==> src/rtl/fetch_unit.sv <==
// Instruction fetch stage: PC, credit-limited in-order imem requests, prefetch FIFO to decode.
// Optional FETCH_PERF_EN adds perf_fetched / perf_stall counters.
//
// state   | meaning
// S_RUN   | fetching and delivering instructions to decode
// S_HALTED| HALT accepted; no requests, in-flight responses drained and discarded
module fetch_unit #(
  parameter int                ADDR_W   = 32,
  parameter int                DATA_W   = 32,
  parameter int                DEPTH    = 4,
  parameter logic [ADDR_W-1:0] RESET_PC = '0
) (
  input  logic              clk,
  input  logic              reset,
  output logic              imem_req,
  output logic [ADDR_W-1:0] imem_addr,
  input  logic              imem_ready,
  input  logic              imem_rvalid,
  input  logic [DATA_W-1:0] imem_rdata,
  output logic              instr_valid,
  output logic [DATA_W-1:0] instr,
  output logic [ADDR_W-1:0] instr_pc,
  input  logic              instr_ready,
  input  logic              redirect_valid,
  input  logic [ADDR_W-1:0] redirect_pc,
  output logic              halted
`ifdef FETCH_PERF_EN
  ,
  output logic [31:0]       perf_fetched,
  output logic [31:0]       perf_stall
`endif
);

  localparam int PW = $clog2(DEPTH);
  localparam int CW = PW + 1;

  typedef enum logic {S_RUN, S_HALTED} state_t;

  state_t            state, state_nx;
  logic [ADDR_W-1:0] fetch_pc, resp_pc, target_pc;
  logic [CW-1:0]     pending, pending_nx, drop, drop_nx, cnt;
  logic [PW-1:0]     rd_ptr, wr_ptr;
  logic [CW:0]       occupancy;
  logic [DATA_W-1:0] fifo_data [DEPTH];
  logic [ADDR_W-1:0] fifo_pc [DEPTH];
  logic              rsp, redir, acc, pop, push, halt_pop, flush;
  logic              unused_lo;

  assign unused_lo = ^redirect_pc[1:0];
  assign target_pc = {redirect_pc[ADDR_W-1:2], 2'b00};

  assign instr_valid = (cnt != '0);
  assign instr       = fifo_data[rd_ptr];
  assign instr_pc    = fifo_pc[rd_ptr];
  assign imem_addr   = fetch_pc;
  assign halted      = (state == S_HALTED);

  always_comb begin
    state_nx   = state;
    rsp        = imem_rvalid && (pending != '0);
    redir      = redirect_valid && (state == S_RUN);
    occupancy  = {1'b0, cnt} + {1'b0, pending};
    imem_req   = !reset && (state == S_RUN) && !redirect_valid && (occupancy < (CW+1)'(DEPTH));
    acc        = imem_req && imem_ready;
    pop        = instr_valid && instr_ready;
    halt_pop   = pop && (state == S_RUN) && !redir && (fifo_data[rd_ptr][6:0] == 7'h7F);
    flush      = redir || halt_pop;
    push       = rsp && (drop == '0) && (state == S_RUN) && !flush;
    pending_nx = pending + CW'(acc) - CW'(rsp);
    drop_nx    = drop;
    // On a flush every response still outstanding after this cycle becomes a discard.
    if (flush)
      drop_nx = pending_nx;
    else if (rsp && (drop != '0))
      drop_nx = drop - CW'(1);
    if ((state == S_RUN) && halt_pop)
      state_nx = S_HALTED;
  end

  always_ff @(posedge clk) begin
    if (reset) begin
      state    <= S_RUN;
      fetch_pc <= RESET_PC;
      resp_pc  <= RESET_PC;
      pending  <= '0;
      drop     <= '0;
      cnt      <= '0;
      rd_ptr   <= '0;
      wr_ptr   <= '0;
    end else begin
      state   <= state_nx;
      pending <= pending_nx;
      drop    <= drop_nx;
      if (redir) begin
        fetch_pc <= target_pc;
        resp_pc  <= target_pc;
      end else begin
        if (acc)  fetch_pc <= fetch_pc + ADDR_W'(4);
        if (push) resp_pc  <= resp_pc + ADDR_W'(4);
      end
      if (flush) begin
        cnt    <= '0;
        rd_ptr <= '0;
        wr_ptr <= '0;
      end else begin
        if (push) wr_ptr <= wr_ptr + PW'(1);
        if (pop)  rd_ptr <= rd_ptr + PW'(1);
        cnt <= cnt + CW'(push) - CW'(pop);
      end
    end
  end

  always_ff @(posedge clk) begin
    if (push) begin
      fifo_data[wr_ptr] <= imem_rdata;
      fifo_pc[wr_ptr]   <= resp_pc;
    end
  end

`ifdef FETCH_PERF_EN
  always_ff @(posedge clk) begin
    if (reset) begin
      perf_fetched <= '0;
      perf_stall   <= '0;
    end else begin
      if (pop) perf_fetched <= perf_fetched + 32'd1;
      if ((state == S_RUN) && instr_valid && !instr_ready) perf_stall <= perf_stall + 32'd1;
    end
  end
`endif

endmodule

==> config.mk <==
export PLATFORM = sky130hd
export DESIGN_NAME = fetch_unit
export DESIGN_NICKNAME = d
export VERILOG_FILES = /design/src/rtl/fetch_unit.sv
export SDC_FILE = /design/constraint.sdc
export NUM_CORES = 1
export LEC_CHECK = 0
export BUFFER_PORTS_ARGS = -buffer_cell sky130_fd_sc_hd__buf_2
export CORE_UTILIZATION = 47
export CTS_BUF_LIST = sky130_fd_sc_hd__clkbuf_4 sky130_fd_sc_hd__clkbuf_8
export CTS_CLUSTER_SIZE = 12
export DETAILED_ROUTE_END_ITERATION = 7
export PLACE_DENSITY = 0.67
export SETUP_SLACK_MARGIN = 0.05
export SYNTH_ARGS = -nofsm -noshare
export SYNTH_HDL_FRONTEND = slang
export SYNTH_SLANG_ARGS = --single-unit
export TNS_END_PERCENT = 5
==> constraint.sdc <==
create_clock -name clk -period 5.6 [get_ports clk]
set_clock_uncertainty 0.1 [all_clocks]
set_input_delay 1.12 -clock clk [delete_from_list [all_inputs] [get_ports clk]]
set_output_delay 1.12 -clock clk [all_outputs]
set_load 0.01 [all_outputs]
==> impl_metrics.tcl, run 1 <==
set metrics [dict create \
    status "completed" \
    ant_nets 0 \
    nets 1109 \
    gr-usage-all-layers 0.199 \
    pwr-share-seq 0.502 \
    crit_arrival_ns 2.81 \
    path_clk_slew_ns 0.06 \
    post-route-period-util 0.719 \
    grt_overflow 0 \
    max_freq_ghz 0.248 \
    clk_latency_ns 0.58 \
    pwr-share-comb 0.110 \
    setup_tns_ns 0 \
    synth_seq_cells 324 \
    postCtsHoldBufs 0 \
    die_width_um 170 \
    synthDistinctLibCells 59 \
    drc 0 \
    synth_ff_type "edfxtp_1" \
    fin_cells 1445 \
    synthesis.area_mm2 0.0133 \
    vias_per_cell 5.57 \
    required_ns 4.38 \
    placedCellCount 1347 \
    wire_per_inst_um 19.8 \
    gp_congestion 0.832 \
    grt_max_degree 80 \
    p_clk_frac 0.388 \
    hp-class "reg -> reg" \
    num_vias 8045 \
    end_kind "output port" \
    htreeDepth 2 \
    ios 169 \
    post_cts_buffers 0 \
    cts_buffers 52 \
    p_per_area_mw_per_mm2 360 \
    setup_violations 0 \
    io_buffer_count 162 \
    antenna_found_initial 0 \
    die_area_mm2 0.0290 \
    grt_pass1_vias 7835 \
    routed_wirelength_mm 28.6 \
    crit_fanout 33 \
    clockRootBuffer "clkbuf_8" \
    slew_viol_final 0 \
    async_flop_share 0 \
    netlist_instances 847 \
    yosysWarnings 0 \
    grt_pass1_wl_mm 43.8 \
    start_util 0.479 \
    fp.dieH_um 170 \
    num_rows 61 \
    slew-limit-headroom 0.302 \
    cts.sink_count 324 \
    cts_resized 0 \
    worstMarginPinSlew_ns 1.05 \
    ctsLongestPathBuffers 3 \
    drt_iter0_markers 708 \
    dr.pass1.iters 5 \
    period_minus_slack_ns 4.03 \
    worstSetupPathType "reg -> out" \
    rsz0062_at_grt "false" \
    p_switching_w 0.00135 \
    tritoncts "built" \
    syn2layout_area_growth_pct 17.3 \
    n_fill_cell 2219 \
    vdd_ir_drop_max_v 0.000233 \
    critPathLaunchType "register" \
    maxCapViolations 0 \
    syn_area_per_cell_um2 15.7 \
    hpwl_mm 17.2 \
    hold_viol_final 0 \
    cellLeakagePower_nw 5.30 \
    internal-power_w 0.00427 \
    ys_seq_area_frac 0.673 \
    antennaDiodeCount 0 \
    layout-drive-gt1-share 0.332 \
    swShare 0.241 \
    core_area_mm2 0.0279 \
    synth_enable_flop_cells 248 \
]
## cell usage after synthesis (10+ instances only)
library cell / count / area share
clkbuf_1: 24 / 0.0068
xnor2_1: 26 / 0.017
o21bai_1: 18 / 0.010
nand2_1: 23 / 0.0065
dfxtp_1: 76 / 0.11
edfxtp_1: 248 / 0.56
nor4_1: 19 / 0.0089
a211oi_1: 22 / 0.012
mux4_2: 62 / 0.10
nand3_1: 26 / 0.0098
nor3_1: 25 / 0.0094
nor2_1: 49 / 0.014
nand4_1: 22 / 0.010
buf_2: 10 / 0.0038
inv_1: 21 / 0.0059
a21oi_1: 27 / 0.010
ha_1: 14 / 0.013
## flip-flops by register name, indices dropped and copies added, names as in the netlist, 3 cells and up, named ones only
signal / flops
drop: 3
cnt: 3
resp_pc: 30
fifo_pc: 120
fifo_data: 128
imem_addr: 30
pending: 3
## final cells by class
class	instances	area, um^2	share of cell area
flip-flops and latches	324	8980	0.574
multi-input cells	454	4070	0.261
well taps	378	473	0.0302
clock inverters	11	88.8	0.00568
repair buffers	169	863	0.0552
inverters	22	82.6	0.00528
clock buffers	87	1080	0.0690
## kinds of logic after synthesis
| group | share of synthesized area |
|---|---|
| compound gates | 0.0646 |
| xor+xnor | 0.0230 |
| fa+ha+maj | 0.0161 |
| buf+inv | 0.0247 |
| flops | 0.673 |
| mux | 0.108 |
| other cells | 0.000281 |
| simple gates | 0.0903 |
## per-layer routing
| layer | routed length [um] | up-vias | track usage |
|---|---|---|---|
| met3 | 1710 | 48 | 0.0377 |
| met1 | 12900 | 4014 | 0.273 |
| met5 | 0 | - | 0 |
| met2 | 13500 | 266 | 0.324 |
| li1 | - | 3717 | - |
| met4 | 536 | 0 | 0.0591 |
## critical path: stages (launching register included)
cell	delay, ns
dfxtp_4	0.81
buf_4	0.62
mux4_2	0.60
buf_2	0.16
## final timing paths
check / from / cells past startpoint / endpoint / slack (ns)
max reg2reg: register / 12 / cnt[2] / 1.80
min: imem_addr[28] / 2 / imem_addr[28] / 0.44
min reg2reg: imem_addr[28] / 2 / imem_addr[28] / 0.44
max: register / 3 / instr_pc[6] / 1.57
## power groups by stage
stage	Clock (W)	Combinational, W	Sequential [W]
after floorplan	0	0.000420	0.00285
after global placement	0	0.000618	0.00287
after detailed placement	0	0.000626	0.00287
after CTS	0.00223	0.000629	0.00282
after global routing	0.00233	0.000687	0.00284
final	0.00218	0.000620	0.00282
## layout by cell type (no fill, tap or decap), types with 4 or more instances in the layout
cell type / synthesis / layout
a211oi_1: 22 / 22
o21ai_0: 5 / 5
clkbuf_8: 0 / 68
clkbuf_4: 0 / 19
xnor2_1: 26 / 26
or2_2: 4 / 4
edfxtp_1: 248 / 248
a21oi_1: 27 / 27
nand3_1: 26 / 26
buf_2: 10 / 162
clkinv_2: 0 / 4
buf_4: 6 / 7
a211o_1: 5 / 5
nand2b_1: 5 / 4
dfxtp_1: 76 / 74
or3_1: 5 / 5
nand2_1: 23 / 23
and3_4: 0 / 4
xor2_1: 9 / 9
o31ai_1: 9 / 9
nor4_2: 5 / 5
mux2i_1: 5 / 5
and4_1: 7 / 7
a31oi_1: 8 / 8
nor2_1: 49 / 49
inv_1: 21 / 21
nor4_1: 19 / 19
conb_1: 1 / 4
nor3_1: 25 / 25
ha_1: 14 / 14
nand4_1: 22 / 22
mux4_2: 62 / 62
and3_1: 8 / 4
o21bai_1: 18 / 18
## through the flow
step / hold WS [ns] / utilization / total power [W] / instance area, um^2 / worst slack [ns]
3_3_place_gp: 0.413 / 0.519 / 0.00349 / 14500 / 1.61
3_5_place_dp: 0.425 / 0.519 / 0.00350 / 14500 / 1.61
2_1_floorplan: 0.358 / - / 0.00327 / 13300 / 1.37
4_1_cts: 0.437 / 0.561 / 0.00568 / 15600 / 1.42
5_1_grt: 0.464 / 0.561 / 0.00586 / 15600 / 1.30
6_report: 0.436 / 0.561 / 0.00562 / 15600 / 1.57
Note: power is estimated with default switching activity, not from simulation.
==> run 2: changes to the inputs <==
PLACE_DENSITY = 0.69   (was 0.67)
clock period = 3.64 ns   (was 5.6 ns; I/O delays follow)
==> run 2 against run 1 <==
Net effect: final cell count up 1.0%; largest cell class unchanged; total power up 50%; register-to-register slack worse by 1.3 ns; setup slack worse by 1.1 ns; first-iteration DRC count down 16%; sequential share of layout area down 0.30 points; final area up 0.53%; critical path depth unchanged; sequential cell count unchanged; die area unchanged; global-route usage up 0.26 points.
==> impl_metrics.tcl, run 2 (synthesized netlist as in run 1, its figures left out) <==
set metrics [dict create \
    worstMarginPinSlew_ns 0.894 \
    cp_slowest_stage_delay_ns 0.60 \
    rsz0062_at_grt "false" \
    fp.dieH_um 170 \
    io_buffer_count 162 \
    gr-usage-all-layers 0.202 \
    regArea_mm2 0.00898 \
    crit_buf_inv 2 \
    critPathLaunchType "register" \
    setup_tns_ns 0 \
    drt_iter0_markers 593 \
    antenna_found_initial 0 \
    swShare 0.248 \
    p_clk_frac 0.370 \
    p_switching_w 0.00209 \
    cp_slowest_cell "mux4_2" \
    place_ws_ns 0.357 \
    grt_max_degree 63 \
    ctsLongestPathBuffers 3 \
    syn2layout_area_growth_pct 17.9 \
    p_per_area_mw_per_mm2 538 \
    postCtsHoldBufs 0 \
    clk_latency_ns 0.59 \
    vdd_ir_drop_max_v 0.000409 \
    vias_per_cell 5.55 \
    maxCapViolations 0 \
    htreeDepth 2 \
    crit_chain "buf_6 > mux4_2 > buf_2" \
    gp_congestion 0.815 \
    crit_fanout 41 \
    largest_register_ffs 128 \
    ant_nets 0 \
    routed_wirelength_mm 28.9 \
    setup_ws_ns 0.455 \
    final_common_cell "edfxtp_1" \
    cellLeakagePower_nw 5.35 \
    post-route-period-util 0.875 \
    num_vias 8102 \
    worstSetupPathType "reg -> out" \
    num_rows 61 \
    internal-power_w 0.00636 \
    wire_per_inst_um 19.8 \
    required_ns 2.81 \
    holdWs_ns 0.260 \
    antennaDiodeCount 0 \
    slew_viol_final 0 \
    largest-register "fifo_data" \
    cts.sink_count 324 \
    period_minus_slack_ns 3.18 \
    multi_input_area_mm2 0.00408 \
    core_area_mm2 0.0279 \
    status "completed" \
    crit_arrival_ns 2.36 \
    cts_resized 0 \
    drc 0 \
    start_util 0.479 \
    end_kind "output port" \
    crit_family "buffers and inverters" \
    slew-limit-headroom 0.403 \
    hpwl_mm 18.3 \
    grt_pass1_wl_mm 44.4 \
    hp-class "in -> reg" \
    dr.pass1.iters 5 \
    path_clk_slew_ns 0.06 \
    nets 1124 \
    postLayoutCoreUtil 0.564 \
    pwr-share-comb 0.118 \
    die_area_mm2 0.0290 \
    final_cell_mix "edfxtp_1 (248), buf_2 (162), dfxtp_1 (74), mux4_2 (62), clkbuf_8 (58)" \
    cts_buffers 52 \
    fin_area_mm2 0.0157 \
    post_cts_buffers 0 \
    die_width_um 170 \
    pwr-share-seq 0.512 \
    layout-drive-gt1-share 0.342 \
    ios 169 \
    grt_overflow 0 \
    hold_viol_final 0 \
    setup_violations 0 \
    n_fill_cell 2234 \
    clockRootBuffer "clkbuf_8" \
    tritoncts "built" \
    top_regs "fifo_data: 128 flops, fifo_pc: 120 flops" \
    max_freq_ghz 0.314 \
    grt_pass1_vias 7989 \
    dpl_cell_area_mm2 0.0146 \
]
[run 2: changes by cell type in the layout (fill, tap and decap cells not counted)]
cell       delta
clkbuf_8     -10
buf_4         +9
clkinv_2      +6
buf_12        +5
clkbuf_4      +5
inv_6         +2
and3_2        +1
and3_4        -1
buf_6         +1
bufinv_16     -1
clkinv_1      -1
inv_8         -1
nand2b_2      -1
nand2b_4      +1
[run 2: final cells by class]
type / count / area share
Sequential cell: 324 / 0.571
Multi-Input combinational cell: 454 / 0.259
Timing Repair Buffer: 184 / 0.0663
Clock buffer: 82 / 0.0622
Tap cell: 378 / 0.0301
Clock inverter: 16 / 0.00581
Inverter: 22 / 0.00525
[run 2: worst paths after layout]
| check | slack (ns) | to | startpoint | depth (start not counted) |
|---|---|---|---|---|
| max | 0.46 | instr_pc[15] | register | 3 |
| max reg2reg | 0.55 | cnt[2] | register | 12 |
| min | 0.26 | fifo_data[2][0] | imem_rdata[0] | 1 |
| min reg2reg | 0.44 | imem_addr[3] | imem_addr[3] | 2 |
[run 2: per-stage QoR]
step | cells | total power (W)
2_1_floorplan | 850 | 0.00503
3_3_place_gp | 1362 | 0.00539
3_5_place_dp | 1362 | 0.00541
4_1_cts | 1460 | 0.00855
5_1_grt | 1460 | 0.00882
6_report | 1460 | 0.00846
[run 2: metal layers]
| layer | track usage | share of wire |
|---|---|---|
| met3 | 0.0505 | 0.071 |
| met2 | 0.321 | 0.47 |
| met1 | 0.273 | 0.44 |
| met4 | 0.0666 | 0.024 |
| met5 | 0 | 0 |
[run 2: worst reg2reg max path, delay by kind of cell, from the launching register on]
kind,cells,cell delay [ns]
AND/OR/NAND/NOR,3,0.47
AO/OA/AOI/OAI,1,0.19
adder cells (fa/ha/maj),3,0.81
multiplexers,1,0.58
flip-flops,1,0.46
buffers and inverters,2,0.11
XOR/XNOR,2,0.29
[run 2: power groups by stage]
stage | clock network [W] | registers, W | logic (W)
floorplan | 0 | 0.00438 | 0.000647
global placement | 0 | 0.00440 | 0.000990
detailed placement | 0 | 0.00441 | 0.00101
CTS | 0.00321 | 0.00433 | 0.00101
global route | 0.00336 | 0.00436 | 0.00110
finish | 0.00312 | 0.00433 | 0.000998
==> run 3: changes to the inputs <==
--- a/constraint.sdc
+++ b/constraint.sdc
@@ -3,3 +3,3 @@
 set_input_delay 0.728 -clock clk [delete_from_list [all_inputs] [get_ports clk]]
 set_output_delay 0.728 -clock clk [all_outputs]
-set_load 0.01 [all_outputs]
+set_load 0.02 [all_outputs]
==> run 3 against run 2 <==
Net effect: core utilization decreased by 0.27 points; first-iteration DRC count decreased by 14%; register-to-register slack about the same; sequential cell count is the same; largest cell class unchanged; highest routed layer unchanged.
==> impl_metrics.tcl, run 3 (synthesized netlist as in run 1, its figures left out) <==
set metrics [dict create \
    num_vias 8048 \
    final_common_cell "edfxtp_1" \
    num_rows 61 \
    antennaDiodeCount 0 \
    drc 0 \
    required_ns 2.81 \
    htreeDepth 2 \
    cp.depth 3 \
    p_clk_frac 0.360 \
    hold_viol_final 0 \
    n_fill_cell 2253 \
    start_util 0.479 \
    setup_ws_ns 0.283 \
    tritoncts "built" \
    ios 169 \
    wire_per_inst_um 19.7 \
    largest-register "fifo_data" \
    nets 1123 \
    final_cell_mix "edfxtp_1 (248), buf_2 (162), dfxtp_1 (74), mux4_2 (62), clkbuf_8 (57)" \
    path_clk_slew_ns 0.06 \
    layout-drive-gt1-share 0.328 \
    io_buffer_count 162 \
    vdd_ir_drop_max_v 0.000316 \
    cp_slowest_cell "buf_4" \
    dr.pass1.iters 5 \
    worstMarginPinSlew_ns 0.875 \
    period_minus_slack_ns 3.36 \
    pwr-share-seq 0.512 \
    slew_viol_final 0 \
    maxCapViolations 0 \
    routed_wirelength_mm 28.7 \
    top_regs "fifo_data: 128 flops, fifo_pc: 120 flops" \
    post-route-period-util 0.922 \
    reg2reg_depth 12 \
    ctsLongestPathBuffers 3 \
    p_per_area_mw_per_mm2 541 \
    grt_pass1_wl_mm 44.5 \
    rsz0062_at_grt "false" \
    gp_congestion 0.824 \
    die_width_um 170 \
    pwr-share-comb 0.128 \
    post_cts_buffers 0 \
    core_area_mm2 0.0279 \
    crit_family "buffers and inverters" \
    grt_overflow 0 \
    fp.dieH_um 170 \
    worstSetupPathType "reg -> out" \
    internal-power_w 0.00631 \
    syn2layout_area_growth_pct 17.3 \
    hold_depth 1 \
    cts_resized 0 \
    grt_pass1_vias 7968 \
    setup_violations 0 \
    crit_chain "buf_4 > mux4_2 > buf_2" \
    grt_max_degree 99 \
    cts.sink_count 324 \
    die_area_mm2 0.0290 \
    hpwl_mm 18.1 \
    crit_fanout 38 \
    cellLeakagePower_nw 5.31 \
    fin_area_mm2 0.0156 \
    vias_per_cell 5.53 \
    ant_nets 0 \
    largest_register_ffs 128 \
    clk_latency_ns 0.57 \
    drt_iter0_markers 512 \
    postCtsHoldBufs 0 \
    p_switching_w 0.00215 \
    dpl_cell_area_mm2 0.0146 \
    crit_buf_inv 2 \
    critPathLaunchType "register" \
    status "completed" \
    end_kind "output port" \
    hp-class "in -> reg" \
    clockRootBuffer "clkbuf_8" \
    max_freq_ghz 0.298 \
    cts_buffers 53 \
    swShare 0.254 \
    crit_arrival_ns 2.53 \
    antenna_found_initial 0 \
    cp_slowest_stage_delay_ns 0.64 \
    gr-usage-all-layers 0.203 \
    slew-limit-headroom 0.415 \
    place_ws_ns 0.371 \
]
[run 3: stage by stage]
stage                     total power, W   util  setup TNS (ns)  hold slack (ns)  cells
final                            0.00846  0.562               0            0.279   1455
after global routing             0.00884  0.562               0            0.244   1455
after CTS                        0.00858  0.562               0            0.239   1455
after detailed placement         0.00551  0.525               0            0.428   1360
after global placement           0.00548  0.525               0            0.420   1360
after floorplan                  0.00513      -          -37.71            0.358    850
[run 3: worst register-to-register path: stages (launching register included)]
cell	delay, ns
dfxtp_4	0.46
mux4_2	0.58
nand3_2	0.22
o31a_1	0.24
nand2_1	0.07
ha_1	0.28
inv_1	0.06
ha_1	0.13
inv_1	0.05
fa_1	0.36
xor2_1	0.16
xnor2_1	0.12
nor4_1	0.16
[run 3: cell type report]
class | instances | area (um^2) | area share
Clock inverter | 22 | 121 | 0.00776
Timing Repair Buffer | 182 | 1010 | 0.0646
Inverter | 22 | 82.6 | 0.00528
Multi-Input combinational cell | 454 | 4080 | 0.260
Clock buffer | 73 | 905 | 0.0578
Tap cell | 378 | 473 | 0.0302
Sequential cell | 324 | 8980 | 0.574
[run 3: power groups by stage]
stage,Combinational [W],Clock [W],Sequential [W]
after floorplan,0.000735,0,0.00440
after global placement,0.00109,0,0.00440
after detailed placement,0.00110,0,0.00441
after CTS,0.00110,0.00314,0.00433
after global routing,0.00119,0.00330,0.00435
final,0.00109,0.00304,0.00433
[run 3: path summary, 6_finish.rpt]
kind,endpoint,slack [ns],startpoint
worst max register to register,cnt[2],0.56,register
worst min register to register,imem_addr[3],0.43,imem_addr[3]
worst max-delay path,instr_pc[15],0.28,register
worst min-delay path,fifo_data[3][5],0.28,imem_rdata[5]
[run 3: layer usage]
| metal | part of all wire | vias to the layer above | track usage |
|---|---|---|---|
| li1 | - | 3746 | - |
| met1 | 0.44 | 4020 | 0.278 |
| met2 | 0.47 | 239 | 0.321 |
| met3 | 0.066 | 43 | 0.0493 |
| met4 | 0.018 | 0 | 0.0595 |
| met5 | 0 | - | 0 |
